<file path="src/rtl/fetch_queue.sv">
// Instruction-fetch queue: issues PC fetches, tracks in-flight requests in order,
// and hands PC/instruction pairs to decode. On a redirect it drops wrong-path responses.
module fetch_queue #(
   parameter int DEPTH = 2
) (
   input  logic        clk,
   input  logic        rst,
   input  logic [31:0] current_pc,
   output logic        fetch_stall,
   input  logic        flush,
   output logic        imem_req_valid,
   input  logic        imem_req_ready,
   output logic [31:0] imem_req_addr,
   input  logic        imem_rsp_valid,
   input  logic [31:0] imem_rsp_data,
   output logic        id_valid,
   input  logic        id_ready,
   output logic [31:0] id_pc,
   output logic [31:0] id_inst
);

   localparam int AW = $clog2(DEPTH);
   localparam int CW = AW + 1;

   logic [31:0]      pc_mem   [DEPTH];
   logic [31:0]      inst_mem [DEPTH];
   logic [DEPTH-1:0] filled;
   logic [AW-1:0]    alloc_ptr;
   logic [AW-1:0]    fill_ptr;
   logic [AW-1:0]    head_ptr;
   logic [CW-1:0]    count;
   logic [CW-1:0]    drop_cnt;

   logic [CW-1:0]    filled_num;
   logic [CW-1:0]    unfilled;
   logic [CW:0]      occupancy;
   logic [CW-1:0]    flush_drop;
   logic             space;
   logic             req_fire;
   logic             pop;
   logic             drop_en;
   logic             fill_en;

   // Unfilled entries are the ones still owed a response; stale drops share the same budget.
   always_comb begin
      filled_num = '0;
      for (int i = 0; i < DEPTH; i++) begin
         filled_num = filled_num + CW'(filled[i]);
      end
      unfilled       = count - filled_num;
      occupancy      = {1'b0, count} + {1'b0, drop_cnt};
      space          = occupancy < (CW+1)'(DEPTH);
      imem_req_valid = !rst && !flush && space;
      req_fire       = imem_req_valid && imem_req_ready;
      fetch_stall    = !req_fire && !flush;
      id_valid       = !rst && !flush && filled[head_ptr] && (count != '0);
      pop            = id_valid && id_ready;
      drop_en        = imem_rsp_valid && (drop_cnt != '0);
      fill_en        = imem_rsp_valid && (drop_cnt == '0) && (unfilled != '0);
      flush_drop     = drop_cnt + unfilled
                       - CW'(imem_rsp_valid && ((drop_cnt != '0) || (unfilled != '0)));
   end

   assign imem_req_addr = current_pc;
   assign id_pc         = pc_mem[head_ptr];
   assign id_inst       = inst_mem[head_ptr];

   always_ff @(posedge clk) begin
      if (rst) begin
         alloc_ptr <= '0;
         fill_ptr  <= '0;
         head_ptr  <= '0;
         count     <= '0;
         drop_cnt  <= '0;
         filled    <= '0;
         for (int i = 0; i < DEPTH; i++) begin
            pc_mem[i]   <= '0;
            inst_mem[i] <= '0;
         end
      end else if (flush) begin
         alloc_ptr <= '0;
         fill_ptr  <= '0;
         head_ptr  <= '0;
         count     <= '0;
         filled    <= '0;
         drop_cnt  <= flush_drop;
      end else begin
         if (req_fire) begin
            pc_mem[alloc_ptr] <= current_pc;
            filled[alloc_ptr] <= 1'b0;
            alloc_ptr         <= alloc_ptr + AW'(1);
         end
         if (drop_en) begin
            drop_cnt <= drop_cnt - CW'(1);
         end
         if (fill_en) begin
            inst_mem[fill_ptr] <= imem_rsp_data;
            filled[fill_ptr]   <= 1'b1;
            fill_ptr           <= fill_ptr + AW'(1);
         end
         if (pop) begin
            filled[head_ptr] <= 1'b0;
            head_ptr         <= head_ptr + AW'(1);
         end
         count <= count + CW'(req_fire) - CW'(pop);
      end
   end

endmodule
</file>
<file path="config.mk">
export PLATFORM = sky130hd
export DESIGN_NAME = fetch_queue
export DESIGN_NICKNAME = d
export VERILOG_FILES = /design/src/rtl/fetch_queue.sv
export SDC_FILE = /design/constraint.sdc
export NUM_CORES = 1
export LEC_CHECK = 0
export ABC_AREA = 1
export CAP_MARGIN = 20
export CORE_ASPECT_RATIO = 2
export CORE_MARGIN = 10
export CORE_UTILIZATION = 53
export CTS_CLUSTER_SIZE = 25
export DETAILED_ROUTE_END_ITERATION = 16
export GPL_TIMING_DRIVEN = 0
export PLACE_DENSITY = 0.94
export SYNTH_ARGS = -nofsm -noshare
export SYNTH_HDL_FRONTEND = slang
export SYNTH_SLANG_ARGS = --single-unit
</file>
<file path="constraint.sdc">
create_clock -name clk -period 9.39 [get_ports clk]
set_input_delay 0.939 -clock clk [delete_from_list [all_inputs] [get_ports clk]]
set_output_delay 0.939 -clock clk [all_outputs]
set_load 0.01 [all_outputs]
</file>
==> results.sh, run 1 <==
export IMPL_yosysTopAreaCell="edfxtp_1"
export IMPL_synth_area_sq_um=6470
export IMPL_total_power_uw=1610
export IMPL_port_buffers=168
export IMPL_async_reset_ff_frac=0
export IMPL_path_class="input pin to output port"
export IMPL_cts_clk_slew_worst_paths_ns=0.06
export IMPL_cp_top_family="buffers and inverters"
export IMPL_worstHoldEndpoint="filled[0]"
export IMPL_antennaDiodeCount=0
export IMPL_clockPowerShare=0.451
export IMPL_cts_resized=0
export IMPL_cts_max_level=4
export IMPL_synthToLayoutAreaGrowth_pct=40.5
export IMPL_crit_cells=8
export IMPL_leakage_uw=0.00386
export IMPL_ant_nets=0
export IMPL_post_cts_setup_buffers=0
export IMPL_fp_row_count=57
export IMPL_syn_nets=622
export IMPL_root_buffer="clkbuf_16"
export IMPL_yosysWarnings=0
export IMPL_hold_path_cell_count=2
export IMPL_regToRegSetupSlack_ns=6.13
export IMPL_n_fill_cell=719
export IMPL_max_cap_violations=0
export IMPL_wl_mm=16.5
export IMPL_crit_path_end_kind="output port"
export IMPL_crit_chain="clkdlybuf4s50_1 > nor2_4 > inv_2 > nor3_4 > nand2_1 > nand2_1 > inv_1 > clkdlybuf4s50_1"
export IMPL_ys_seq_area_frac=0.625
export IMPL_hold_viol=0
export IMPL_first_pass_iters=7
export IMPL_status="completed"
export IMPL_grt_pass1_wl_mm=26.1
export IMPL_holdWs_ns=0.492
export IMPL_fin_cells=893
export IMPL_max_stage_delay_ns=0.50
export IMPL_maxSlewHeadroom=0.465
export IMPL_ys_types=26
export IMPL_cts_sinks=138
export IMPL_min_period_ns=3.81
export IMPL_fp_dieW_um=98.1
export IMPL_drt_initial_drc_count=264
export IMPL_antenna_found_initial=0
export IMPL_cp_arrival_ns=2.87
export IMPL_regArea_sq_um=4040
export IMPL_grt_pass1_vias=5059
export IMPL_synth_edf_count=128
export IMPL_start_util=0.537
export IMPL_crit_required_ns=8.45
export IMPL_min_path_type="flip-flop to flip-flop"
export IMPL_routed_wl_met3_um=915
export IMPL_core_sq_um=12100
export IMPL_routed_top_layer="met4"
export IMPL_grt_max_degree=24
export IMPL_slowest_stage="clkdlybuf4s50_1"
export IMPL_pwr_share_comb=0.112
export IMPL_route_detailed_drc=0
export IMPL_clockBufferDepth=2
export IMPL_track_usage=0.189
export IMPL_power_density_nw_per_um2=177
export IMPL_synth_most_common_cell="nor2_1"
export IMPL_crit_fanout=7
export IMPL_p_sw_uw=344
export IMPL_ctsHoldBuffers=0
export IMPL_start_kind="input pin"
export IMPL_fin_util=0.754
export IMPL_rr_worst_depth=13
export IMPL_skew_ns=0.00728
export IMPL_finalSetupViolations=0
export IMPL_ios=169
export IMPL_gp_congestion=0.826
export IMPL_cts_tree="yes"
export IMPL_fin_nets=813
export IMPL_multi_input_area_sq_um=1690
export IMPL_reg2reg_from="filled[0]"
export IMPL_drt_vias_per_instance=5.13
export IMPL_switching_share=0.213
export IMPL_synth_top_cells_by_area="edfxtp_1 (59%), mux2_2 (11%), nor2_1 (7.7%), inv_1 (4.9%), buf_4 (3.7%)"
export IMPL_setup_tns_ns=0
export IMPL_grt_ovfl_total=0
export IMPL_synth_seq_cells=138
export IMPL_syn_avg_cell_area_sq_um=11.9
export IMPL_internal_power_uw=1270
export IMPL_worstMarginPinSlew_ns=0.801
export IMPL_synth_commonest_cells="nor2_1 (133), edfxtp_1 (128), inv_1 (85)"
export IMPL_drive_above_1_share=0.213
export IMPL_yosysTopAreaCellShare=0.594
export IMPL_placed_cells=862
export IMPL_seq_power_share=0.438
export IMPL_cts_buffers=17
export IMPL_vdd_drop_max_mv=0.140
export IMPL_dieHeight_um=176
export IMPL_wl_per_cell_um=18.5
export IMPL_ys_flop_type="edfxtp_1"
export IMPL_wl_met1_mm=5.24
export IMPL_synth_cells=543
export IMPL_path_buf_inv=4
export IMPL_dieArea_sq_um=17300
export IMPL_dr_wl_met2_mm=9.57
export IMPL_drv_slew=0
export IMPL_via_count=4585
export IMPL_hpwl_mm=12.7
export IMPL_fin_crit_sh=0.405
export IMPL_hp_start="filled[0]"
export IMPL_clk_latency_ns=0.41
export IMPL_fmax_ghz=0.263
export IMPL_rsz0062_at_grt="false"
export IMPL_r2r_end="inst_mem[0][14]"
## stage by stage
step	worst slack, ns	area (sq um)
2_1_floorplan	6.36	6470
4_1_cts	5.59	9090
5_1_grt	5.46	9090
3_5_place_dp	5.59	8440
6_report	5.58	9090
3_3_place_gp	5.59	8330
## flip-flops by register name, indices dropped and copies added (netlist names), named ones only
| register | flops |
|---|---|
| inst_mem | 64 |
| pc_mem | 64 |
| filled | 2 |
| fill_ptr | 1 |
| count | 2 |
| alloc_ptr | 1 |
| head_ptr | 1 |
| drop_cnt | 2 |
## logic make-up after synthesis
kind of cell             share of synthesized area
adder cells (fa/ha/maj)                     0.0197
AND/OR/NAND/NOR                              0.116
XOR/XNOR                                   0.00406
AO/OA/AOI/OAI                               0.0101
buffers and inverters                        0.113
flip-flops                                   0.625
multiplexers                                 0.111
## layer usage
layer / track usage / up-vias
met5: 0 / -
met4: 0.111 / 0
met3: 0.0485 / 51
met2: 0.368 / 193
met1: 0.167 / 2209
li1: - / 2132
## area by class of cell
class	count	share of cell area
Buffer	51	0.0450
Clock buffer	18	0.0472
Clock inverter	13	0.0240
Inverter	86	0.0355
Multi-Input combinational cell	268	0.186
Sequential cell	138	0.445
Tap cell	147	0.0202
Timing Repair Buffer	172	0.197
## power groups by stage
stage / Combinational [uW] / Sequential [uW] / Clock, uW
2_1_floorplan: 77.5 / 716 / 0
3_3_place_gp: 166 / 717 / 0
3_5_place_dp: 179 / 719 / 0
4_1_cts: 181 / 706 / 731
5_1_grt: 192 / 709 / 754
6_report: 180 / 706 / 727
## worst min-delay path, delay by kind of cell, from the launching register on
family	cells	cell delay, ns
AND/OR/NAND/NOR	1	0.07
flip-flops	1	0.32
AO/OA/AOI/OAI	1	0.06
## worst max-delay path by stage
stage,start,to
after floorplan,filled[0],inst_mem[0][0]
after global placement,rst,pc_mem[0][4]
after detailed placement,rst,fetch_stall
after CTS,rst,fetch_stall
after global routing,rst,fetch_stall
final,rst,fetch_stall
## cell usage in the layout (no fill, tap or decap), types with 2 or more instances in the layout
master and n:
clkbuf_1 2, nor2_1 133, nand4_1 2, buf_4 32, dfxtp_1 10, buf_16 4, fa_1 2, bufinv_16 5
xnor2_1 2, clkinv_4 3, a21oi_1 8, clkinvlp_4 2, edfxtp_1 128, o21ai_0 5, ha_1 7, nand2_2 2
buf_6 12, nor2_2 2, nand3_1 7, inv_6 3, clkbuf_16 17, clkdlybuf4s50_1 168, mux2_2 64, nand3_4 2
inv_1 85, nand2_1 27, buf_2 6
No activity file was read; power rests on OpenSTA's default activity.
==> run 2, diff against run 1 <==
--- a/config.mk
+++ b/config.mk
@@ -9,11 +9,11 @@
 export CAP_MARGIN = 20
 export CORE_ASPECT_RATIO = 2
 export CORE_MARGIN = 10
-export CORE_UTILIZATION = 53
+export CORE_UTILIZATION = 44
 export CTS_CLUSTER_SIZE = 25
 export DETAILED_ROUTE_END_ITERATION = 16
 export GPL_TIMING_DRIVEN = 0
-export PLACE_DENSITY = 0.94
+export PLACE_DENSITY = 0.84
 export SYNTH_ARGS = -nofsm -noshare
 export SYNTH_HDL_FRONTEND = slang
 export SYNTH_SLANG_ARGS = --single-unit
==> constraint.sdc (replaced) <==
create_clock -name clk -period 3.2 [get_ports clk]
set_input_delay 0.32 -clock clk [delete_from_list [all_inputs] [get_ports clk]]
set_output_delay 0.32 -clock clk [all_outputs]
set_load 0.01 [all_outputs]
==> run 2 against run 1 <==
Compared with the run above:
- clock power rose to 2.9 times the previous value
- flip-flop and latch count unchanged
- cell count is 5.3% higher
- wire length down 3.2%
- via count is 4.6% lower
- sequential share of layout area fell by 0.20 points
- non-clock buffer count stayed put
- utilization fell by 12 points
- largest cell class unchanged
- highest routed layer is now met5
==> results.sh, run 2 (synthesis gave the netlist of run 1 again) <==
export IMPL_status="completed"
export IMPL_seq_power_share=0.442
export IMPL_final_cell_mix="clkdlybuf4s50_1 (168), nor2_1 (133), edfxtp_1 (128)"
export IMPL_busiest_layer="met2"
export IMPL_cts_clk_slew_worst_paths_ns=0.06
export IMPL_skew_ns=0.00751
export IMPL_drv_slew=0
export IMPL_hold_viol=0
export IMPL_internal_power_uw=3650
export IMPL_clockPowerShare=0.448
export IMPL_core_sq_um=14400
export IMPL_min_path_type="flip-flop to flip-flop"
export IMPL_max_cap_violations=0
export IMPL_drive_above_1_share=0.217
export IMPL_synthToLayoutAreaGrowth_pct=41.2
export IMPL_ant_nets=0
export IMPL_finish_instance_area_sq_um=9130
export IMPL_fin_crit_sh=0.924
export IMPL_start_kind="flip-flop"
export IMPL_fp_row_count=62
export IMPL_maxSlewHeadroom=0.407
export IMPL_wl_mm=16.0
export IMPL_grtUsageMet3=0.0449
export IMPL_hpwl_mm=12.4
export IMPL_route_detailed_drc=0
export IMPL_fin_nets=813
export IMPL_start_util=0.448
export IMPL_grt_pass1_wl_mm=24.5
export IMPL_drt_vias_per_instance=4.65
export IMPL_dieHeight_um=191
export IMPL_via_count=4372
export IMPL_drt_initial_drc_count=172
export IMPL_first_pass_iters=5
export IMPL_crit_fanout=19
export IMPL_fp_dieW_um=106
export IMPL_cp_startpoint="filled[0]"
export IMPL_cts_max_level=4
export IMPL_cts_tree="yes"
export IMPL_track_usage=0.157
export IMPL_cts_buffers=17
export IMPL_setup_slack_ns=0.242
export IMPL_cts_sinks=138
export IMPL_antenna_found_initial=2
export IMPL_port_buffers=168
export IMPL_gr_usage_met1=0.137
export IMPL_regToRegSetupSlack_ns=0.24
export IMPL_hp_start="filled[0]"
export IMPL_grt_max_degree=22
export IMPL_rsz0062_at_grt="false"
export IMPL_min_period_ns=2.96
export IMPL_worstMarginPinSlew_ns=0.887
export IMPL_fmax_ghz=0.338
export IMPL_crit_path_end_kind="flip-flop"
export IMPL_gp_congestion=0.773
export IMPL_root_buffer="clkbuf_16"
export IMPL_pwr_share_comb=0.110
export IMPL_reg2reg_from="filled[0]"
export IMPL_switching_share=0.219
export IMPL_dieArea_sq_um=20200
export IMPL_gr_usage_met2=0.304
export IMPL_placed_area_sq_um=8470
export IMPL_crit_required_ns=3.31
export IMPL_grt_pass1_vias=4736
export IMPL_setup_tns_ns=0
export IMPL_reg_largest_list="inst_mem (64), pc_mem (64)"
export IMPL_leakage_uw=0.00385
export IMPL_final_common_cell="clkdlybuf4s50_1"
export IMPL_clk_latency_ns=0.41
export IMPL_grt_ovfl_total=0
export IMPL_power_density_nw_per_um2=513
export IMPL_path_class="flip-flop to flip-flop"
export IMPL_ios=169
export IMPL_fin_util=0.633
export IMPL_cp_arrival_ns=3.07
export IMPL_clockBufferDepth=2
export IMPL_vdd_drop_max_mv=0.375
export IMPL_wl_per_cell_um=17.0
export IMPL_dp_slack_ns=-0.241
export IMPL_p_sw_uw=1030
export IMPL_finalSetupViolations=0
## run 2: critical path, cell delays in order (launching register included)
cell and delay, ns:
dfxtp_1 0.32, inv_1 0.07, fa_1 0.56, inv_1 0.05
ha_1 0.19, o21ai_0 0.16, nand2_1 0.11, nand2_1 0.15
nand3_2 0.10, nor2_1 0.12, nand2_2 0.15, buf_6 0.20
nand2_4 0.24, buf_8 0.22
## run 2: final timing paths
path,end,depth (start not counted)
worst max-delay path,inst_mem[0][23],13
worst min-delay path,filled[0],2
worst max register to register,inst_mem[0][23],13
worst min register to register,filled[0],2
## run 2: power by group through the flow
| stage | combinational (uW) | sequential, uW | clock (uW) |
|---|---|---|---|
| floorplan | 227 | 2100 | 0 |
| global placement | 494 | 2110 | 0 |
| detailed placement | 518 | 2110 | 0 |
| CTS | 522 | 2070 | 2130 |
| global route | 558 | 2080 | 2210 |
| finish | 516 | 2070 | 2090 |
## run 2: metrics by stage
step / instances / hold WS (ns) / power, uW
floorplan: 543 / 0.389 / 2330
detailed placement: 907 / 0.452 / 2630
finish: 940 / 0.458 / 4680
global placement: 903 / 0.447 / 2600
global route: 939 / 0.508 / 4840
CTS: 939 / 0.461 / 4720
## run 2: cell type report
| cell class | instances | area (sq um) |
|---|---|---|
| well taps | 192 | 240 |
| repair buffers | 172 | 1770 |
| multi-input cells | 268 | 1710 |
| inverters | 86 | 323 |
| plain buffers | 51 | 409 |
| flip-flops and latches | 138 | 4040 |
| clock inverters | 15 | 214 |
| fillers | 1129 | 5300 |
| clock buffers | 17 | 425 |
| diodes | 1 | 2.50 |
## run 2: what timing repair did
action	CTS	global route
hold buffers	0	0
endpoints found under the setup margin	64	28
gates resized for setup	2	2
setup buffers	0	0
cloned	0	0
## run 2: layer usage
metal | vias to the layer above | routed length [um]
met5 | - | 13
met4 | 2 | 645
met3 | 32 | 761
met2 | 129 | 9340
met1 | 2083 | 5210
li1 | 2126 | -
